<file path="src/rtl/ysyx_22040038_pkg.sv">
// Shared types and default widths for the ysyx_22040038 memory arbiter slice.
package ysyx_22040038_pkg;

    localparam int DEF_ADDR_W  = 64;
    localparam int DEF_DATA_W  = 64;
    localparam int DEF_TIMEOUT = 255;

    typedef enum logic [1:0] {
        IDLE     = 2'd0,
        ISSUE    = 2'd1,
        WAIT_RSP = 2'd2
    } arb_state_e;

    typedef enum logic {
        REQ_IF = 1'b0,
        REQ_LS = 1'b1
    } req_id_e;

    // One-hot grant encodings produced by the round-robin picker
    localparam logic [1:0] GRANT_NONE = 2'b00;
    localparam logic [1:0] GRANT_IF   = 2'b01;
    localparam logic [1:0] GRANT_LS   = 2'b10;

endpackage

</file>
<file path="src/rtl/ysyx_22040038_rr_arb2.sv">
// Two-way round-robin picker: one-hot grant from two valids and the previous winner.
module ysyx_22040038_rr_arb2
    import ysyx_22040038_pkg::*;
(
    input  logic       if_valid,
    input  logic       ls_valid,
    input  req_id_e    last_grant,
    output logic [1:0] grant
);

    always_comb begin
        grant = GRANT_NONE;
        if (if_valid && ls_valid) begin
            // On a tie the side that did not win last time goes first
            grant = (last_grant == REQ_LS) ? GRANT_IF : GRANT_LS;
        end else if (if_valid) begin
            grant = GRANT_IF;
        end else if (ls_valid) begin
            grant = GRANT_LS;
        end
    end

endmodule

</file>
<file path="src/rtl/ysyx_22040038_mem_arbiter.sv">
// Shares one memory port between instruction fetch and load/store: one outstanding
// transaction, round-robin grant, registered request fields and a response watchdog.
module ysyx_22040038_mem_arbiter
    import ysyx_22040038_pkg::*;
#(
    parameter int ADDR_W  = DEF_ADDR_W,
    parameter int DATA_W  = DEF_DATA_W,
    parameter int TIMEOUT = DEF_TIMEOUT
) (
    input  logic                clk,
    input  logic                rst,

    input  logic                if_req_valid,
    output logic                if_req_ready,
    input  logic [ADDR_W-1:0]   if_addr,
    output logic                if_rsp_valid,
    output logic                if_rsp_err,

    input  logic                ls_req_valid,
    output logic                ls_req_ready,
    input  logic [ADDR_W-1:0]   ls_addr,
    input  logic                ls_wen,
    input  logic [DATA_W-1:0]   ls_wdata,
    input  logic [DATA_W/8-1:0] ls_wmask,
    output logic                ls_rsp_valid,
    output logic                ls_rsp_err,

    output logic [DATA_W-1:0]   rsp_rdata,

    output logic                mem_req_valid,
    input  logic                mem_req_ready,
    output logic [ADDR_W-1:0]   mem_addr,
    output logic                mem_wen,
    output logic [DATA_W-1:0]   mem_wdata,
    output logic [DATA_W/8-1:0] mem_wmask,
    input  logic                mem_rsp_valid,
    input  logic [DATA_W-1:0]   mem_rdata
);

    localparam int                MASK_W    = DATA_W / 8;
    localparam int                WDOG_W    = $clog2(TIMEOUT + 1);
    // The counter is 0 in the first WAIT_RSP cycle, so TIMEOUT-1 marks the TIMEOUT-th one
    localparam logic [WDOG_W-1:0] WDOG_LAST = WDOG_W'(TIMEOUT - 1);

    arb_state_e        state;
    req_id_e           last_grant;
    req_id_e           owner;
    logic [WDOG_W-1:0] wdog;

    logic [1:0] grant;
    logic       accept;
    logic       win_ls;
    logic       in_idle;
    logic       in_wait;
    logic       expire;
    logic       rsp_fire;

    ysyx_22040038_rr_arb2 u_rr_arb2 (
        .if_valid   (if_req_valid),
        .ls_valid   (ls_req_valid),
        .last_grant (last_grant),
        .grant      (grant)
    );

    assign in_idle = (state == IDLE);
    assign in_wait = (state == WAIT_RSP);
    assign win_ls  = (grant == GRANT_LS);
    assign accept  = in_idle && (grant != GRANT_NONE);

    // Ready is forced low while reset is held so every output reads 0 during reset
    assign if_req_ready = rst && in_idle && (grant == GRANT_IF);
    assign ls_req_ready = rst && in_idle && (grant == GRANT_LS);

    assign expire   = in_wait && (wdog == WDOG_LAST);
    assign rsp_fire = in_wait && (mem_rsp_valid || expire);

    assign if_rsp_valid = rsp_fire && (owner == REQ_IF);
    assign ls_rsp_valid = rsp_fire && (owner == REQ_LS);
    assign if_rsp_err   = if_rsp_valid && !mem_rsp_valid;
    assign ls_rsp_err   = ls_rsp_valid && !mem_rsp_valid;
    assign rsp_rdata    = (in_wait && mem_rsp_valid) ? mem_rdata : '0;

    always_ff @(posedge clk or negedge rst) begin
        if (!rst) begin
            state         <= IDLE;
            last_grant    <= REQ_LS;
            owner         <= REQ_IF;
            wdog          <= '0;
            mem_req_valid <= 1'b0;
            mem_addr      <= '0;
            mem_wen       <= 1'b0;
            mem_wdata     <= '0;
            mem_wmask     <= '0;
        end else begin
            case (state)
                IDLE: begin
                    if (accept) begin
                        owner         <= win_ls ? REQ_LS : REQ_IF;
                        last_grant    <= win_ls ? REQ_LS : REQ_IF;
                        mem_addr      <= win_ls ? ls_addr : if_addr;
                        mem_wen       <= win_ls && ls_wen;
                        mem_wdata     <= win_ls ? ls_wdata : '0;
                        mem_wmask     <= win_ls ? ls_wmask : MASK_W'(0);
                        mem_req_valid <= 1'b1;
                        state         <= ISSUE;
                    end
                end
                ISSUE: begin
                    if (mem_req_ready) begin
                        mem_req_valid <= 1'b0;
                        wdog          <= '0;
                        state         <= WAIT_RSP;
                    end
                end
                WAIT_RSP: begin
                    if (mem_rsp_valid || expire) begin
                        state <= IDLE;
                    end else begin
                        wdog <= wdog + 1'b1;
                    end
                end
                default: begin
                    state         <= IDLE;
                    mem_req_valid <= 1'b0;
                end
            endcase
        end
    end

endmodule
</file>
<file path="config.mk">
export PLATFORM = sky130hd
export DESIGN_NAME = ysyx_22040038_mem_arbiter
export DESIGN_NICKNAME = d
export VERILOG_FILES = /design/src/rtl/ysyx_22040038_pkg.sv /design/src/rtl/ysyx_22040038_rr_arb2.sv /design/src/rtl/ysyx_22040038_mem_arbiter.sv
export SDC_FILE = /design/constraint.sdc
export NUM_CORES = 1
export LEC_CHECK = 0
export ABC_AREA = 1
export BUFFER_PORTS_ARGS = -buffer_cell sky130_fd_sc_hd__buf_4
export CELL_PAD_IN_SITES_DETAIL_PLACEMENT = 1
export CELL_PAD_IN_SITES_GLOBAL_PLACEMENT = 1
export CORE_AREA = 5 5 185 187
export DETAILED_ROUTE_END_ITERATION = 16
export DIE_AREA = 0 0 190 192
export PLACE_DENSITY = 0.69
export SLEW_MARGIN = 20
export SYNTH_ARGS = -nofsm -noshare
export SYNTH_HDL_FRONTEND = slang
export SYNTH_SLANG_ARGS = --single-unit
</file>
<file path="constraint.sdc">
create_clock -name clk -period 2.7 [get_ports clk]
set_input_delay 0.405 -clock clk [delete_from_list [all_inputs] [get_ports clk]]
set_output_delay 0.405 -clock clk [all_outputs]
set_load 0.01 [all_outputs]
</file>
After elaboration in Yosys (flattened, before gate mapping)
Cells that the tools add are included.

Input bits: 271. Bits in latches: 0. Register bits: 150. Memories kept: 0. Memory bits (writable): 0. Word-level logic and storage cells: 62. Bits in read-only memories: 0.

Mux-type cells: 19. Reduce and logical (&&, ||, !) cells: 22. Div/mod/pow operators: 0. $mul: 0. Order comparisons: 0. Shifts and indexed selects: 0. $add $sub $neg: 1. Equal/unequal tests: 9. Bitwise gates (word level): 2.

Operators with widths (count): $mux W64 (3); $mux W8 (3); $pmux W8 S2 (1); $mux W2 (7); $logic_and A1 B1 Y1 (13); $reduce_and A3 Y1 (3); $add A8 B1 Y8 const B (1); $eq A8 B8 Y1 const B (1); $ne A2 B2 Y1 const B (3); $pmux W2 S3 (1); $eq A2 B1 Y1 const B (2); $eq A2 B2 Y1 const B (2); $reduce_bool A2 Y1 (2); $mux W1 (3); $pmux W1 S3 (1); $logic_not A2 Y1 (1); $ne A2 B1 Y1 const B (1); $not A1 Y1 (2); $reduce_and A2 Y1 (1); $logic_not A1 Y1 (1); $logic_or A1 B1 Y1 (1).

Logic depth before layout (Yosys ltp)
Depth in word-level cells: 7. Mapped depth: 10. Gate-level depth less buffers: 10.

By module
Synthesis repeated with hierarchy kept, for this count alone.

Cells, all modules: 925. Area total of the unflattened synthesis: 7060.5 um2.

Modules (own cells, without submodules): ysyx_22040038_mem_arbiter (instances 1, cells each 920, area each 7039.3 um2); ysyx_22040038_rr_arb2 (instances 1, cells each 5, area each 21.3 um2).

Worst setup path after synthesis
Ideal clock, no wire load.

Path type: register -> output. From: register wdog[0]. To: output port if_rsp_err. Cell stages (with the launch flop): 11. Required time: 2295 ps. Data arrival time: 1288 ps. Setup slack: 1007 ps. Cell sequence: dfrtp_1 -> inv_1 -> ha_1 -> inv_1 -> nor2_1 -> nand3_1 -> nand2_1 -> inv_1 -> nor2_1 -> nand2_1 -> inv_1.

Word-level cells in the longest chain between the ends: 6.

RTL lines: start: declaration (line ysyx_22040038_mem_arbiter.sv:48) `logic [WDOG_W-1:0] wdog;`; start signal: assignment (line ysyx_22040038_mem_arbiter.sv:119) `wdog <= wdog + 1'b1;`; $eq A8 B8 Y1 (line ysyx_22040038_mem_arbiter.sv:74) `assign expire = in_wait && (wdog == WDOG_LAST);`; $logic_and A1 B1 Y1 (line ysyx_22040038_mem_arbiter.sv:74); $logic_or A1 B1 Y1 (line ysyx_22040038_mem_arbiter.sv:75) `assign rsp_fire = in_wait && (mem_rsp_valid || expire);`; $logic_and A1 B1 Y1 (line ysyx_22040038_mem_arbiter.sv:75); $logic_and A1 B1 Y1 (line ysyx_22040038_mem_arbiter.sv:77) `assign if_rsp_valid = rsp_fire && (owner == REQ_IF);`; via if_rsp_valid (line ysyx_22040038_mem_arbiter.sv:16) `output logic if_rsp_valid,`; $logic_and A1 B1 Y1 (line ysyx_22040038_mem_arbiter.sv:79) `assign if_rsp_err = if_rsp_valid && !mem_rsp_valid;`; end: declaration (line ysyx_22040038_mem_arbiter.sv:17) `output logic if_rsp_err,`.

The timed path passes the listed nets, and every way through them passes these cells.

Worst setup path after layout
From: register state[0]. To: output port rsp_rdata[59].

Word-level cells in the longest chain between the ends: 3.

RTL lines: start: declaration (line ysyx_22040038_mem_arbiter.sv:45) `arb_state_e state;`; start signal: assignment (line ysyx_22040038_mem_arbiter.sv:85) `state <= IDLE;`; start signal: assignment (line ysyx_22040038_mem_arbiter.sv:105) `state <= ISSUE;`; start signal: assignment (line ysyx_22040038_mem_arbiter.sv:112) `state <= WAIT_RSP;`; $eq A2 B2 Y1 (line ysyx_22040038_mem_arbiter.sv:66) `assign in_wait = (state == WAIT_RSP);`; $logic_and A1 B1 Y1 (line ysyx_22040038_mem_arbiter.sv:81) `assign rsp_rdata = (in_wait && mem_rsp_valid) ? mem_rdata : '0;`; $mux W64 (line ysyx_22040038_mem_arbiter.sv:81); end: declaration (line ysyx_22040038_mem_arbiter.sv:28) `output logic [DATA_W-1:0] rsp_rdata,`.

Every way passes these cells.

==> results.toml <==
[logic_synthesis]
synth_top_area_frac = 0.5262
yosys-top-cells-area = "dfrtp_1, nand2_1, nor2_1"
ys_seq_elements = 150
synth.distinct_cells = 20
ys_seq_area_frac = 0.5299
synth_fp_nets = 1190
yosys.area.top_type = "dfrtp_1"
yosysWarningCount = 0
syn_area_per_cell_um2 = 7.727
netlist_area_um2 = 7086
synth_cells = 917

[placed_design]
pre_cts_slack_ps = 746.9
gp_congestion = 0.7787
place_area_um2 = 11020
place.port_buffers = 478
hpwl_mm = 24.36

[setup_path]
arrival_ps = 1990
start_kind = "flip-flop"
path_cells = "nor2_1 -> nand2_2 -> buf_4 -> nor2_1 -> buf_4"
required_ps = 2300
cp_top_family = "simple AND/OR/NAND/NOR gates"
crit_type = "reg -> out"
cp-end-kind = "output port"
slowest_delay_ps = 390
timing.critical_path.buf_inv = 2
r2r_slack_ps = 830
critPathMaxFanout = 49
slowest_stage = "dfrtp_1"

[clock_tree]
ctsLongestPathBuffers = 2
h-tree-depth = 4
cts_setup_buffers = 0
cts_tree = "done"
cts_root_buf = "clkbuf_16"
path_clk_slew_ps = 70
clkLatencyLatePin_ps = 430
clock_sinks = 150
hold_buffers = 0
cts_buffers = 17
post_cts_resized = 0

[grt]
antenna_found_initial = 1
grt_max_degree = 151
grt_pass1_wl_mm = 47.35
grt_usage = 0.1667
overflow = 0
first_global_vias = 8289

[power]
power.switching_mw = 4.508
leakagePower_nw = 6.366
combPwrFrac = 0.456
vdd_ir_drop_max_mv = 0.3796
internal-power_mw = 6.793
switching_share = 0.3989
clkPwrFrac = 0.212
p_per_area_nw_per_um2 = 974.4
power_frac_seq = 0.332

[timing]
maxSlewViolCount = 0
timing.final.ws_setup_ps = 301.2
fin_crit_ps = 2399
tightest_slew_ps = 891.1
hold_violations = 0
fmax_ghz = 0.4169
tns_ps = 0
setup_viol_count_final = 0
rsz0062_at_grt = "no"
fin_crit_sh = 0.8884
final.setup_skew_ps = 11.91
hold_ws_ps = 100.8
relSlewSlack = 0.4059

[routing]
routed_via_density = 4.249
ant_nets = 0
drt_iter0_markers = 268
drc_errors = 0
wl_per_cell_um = 17.43
routed_wl_mm = 31.73
vias = 7733
drt-pass1-iter-count = 4

[die]
num_io_pins = 479
fp.dieW_um = 190
dieArea_um2 = 36480
row_count = 66
start_util = 0.2194
core_um2 = 32290
die_h_um = 192

[cells_and_area]
fin_util = 0.3592
flow.area_growth_from_synthesis_pct = 63.69
final_area_um2 = 11600
drive_gt1_frac = 0.3834
layout.nets = 1638

[min_path]
min_path_type = "in -> async"

[job]
drv_cap = 0

[run_status]
run_status = "complete, no violations"
## path summary, 6_finish.rpt
kind,startpoint,end,cells past startpoint
max,state[0],rsp_rdata[59],5
min,rst,mem_wdata[59],2
max reg2reg,last_grant,mem_addr[3],5
min reg2reg,mem_wdata[28],mem_wdata[28],2
max in group asynchronous,rst,mem_addr[29],2
min in group clk,ls_wdata[13],mem_wdata[13],3
## through the flow
step           power (mW)  std cells
6_report            11.30       1820
5_1_grt             12.16       1820
4_1_cts             11.53       1819
3_5_place_dp        9.073       1788
3_3_place_gp        8.944       1788
2_1_floorplan       6.323        917
## flip-flops by register name (all words and copies together), names as in the netlist
name and cells:
mem_wen 1, owner 1, wdog 8, mem_addr 64
state 2, mem_wmask 8, mem_wdata 64, mem_req_valid 1
last_grant 1
## placed cells by master (no fill, tap or decap), drive strengths merged
cell type  count
a21oi          1
a31oi         64
buf          489
bufinv         1
clkbuf        20
clkinv         3
clkinvlp       2
dfrtp        149
dfstp          1
diode          1
ha             2
inv           90
nand2        314
nand3         86
nor2         144
nor3           1
o21ai          7
o21bai         1
xnor2          1
xor2           1
## per-layer routing
| layer | up-vias | wire length (um) | share of wire | global-route usage |
|---|---|---|---|---|
| li1 | 3751 | - | - | - |
| met1 | 3641 | 11550 | 0.36 | 0.1773 |
| met2 | 314 | 16820 | 0.53 | 0.3076 |
| met3 | 27 | 2923 | 0.092 | 0.06416 |
| met4 | 0 | 439 | 0.014 | 0.04619 |
| met5 | - | 0 | 0 | 0 |
## power groups by stage
stage	registers [mW]	logic (mW)	clock network, mW
2_1_floorplan	4.13	2.19	0
3_3_place_gp	3.74	5.21	0
3_5_place_dp	3.80	5.28	0
4_1_cts	3.77	5.28	2.48
5_1_grt	3.88	5.70	2.58
6_report	3.76	5.16	2.39
## layout make-up
class / instances / area [um2]
Clock inverter: 11 / 115.1
Inverter: 85 / 321.6
Antenna cell: 1 / 2.502
Tap cell: 442 / 553.0
Multi-Input combinational cell: 622 / 2658
Fill cell: 3965 / 20690
Timing Repair Buffer: 489 / 3737
Sequential cell: 150 / 3755
Clock buffer: 20 / 456.7
## kinds of logic after synthesis
kind of cell	after synthesis	synth area share
XOR/XNOR	2	0.002473
flip-flops	150	0.5299
adder cells (fa/ha/maj)	2	0.003531
AO/OA/AOI/OAI	73	0.06322
AND/OR/NAND/NOR	545	0.3051
buffers and inverters	145	0.09571
## cell usage after synthesis
cell / number
a31oi_1: 64
inv_1: 82
o21ai_0: 7
o21bai_1: 1
inv_2: 3
nor3_1: 1
a21oi_1: 1
nand3_1: 86
buf_2: 38
ha_1: 2
dfrtp_1: 149
nor2_1: 143
xnor2_1: 1
dfstp_2: 1
buf_6: 7
clkbuf_1: 6
nand2_1: 314
xor2_1: 1
nor2_4: 1
buf_4: 9
Note: power is estimated with default switching activity, not from simulation.
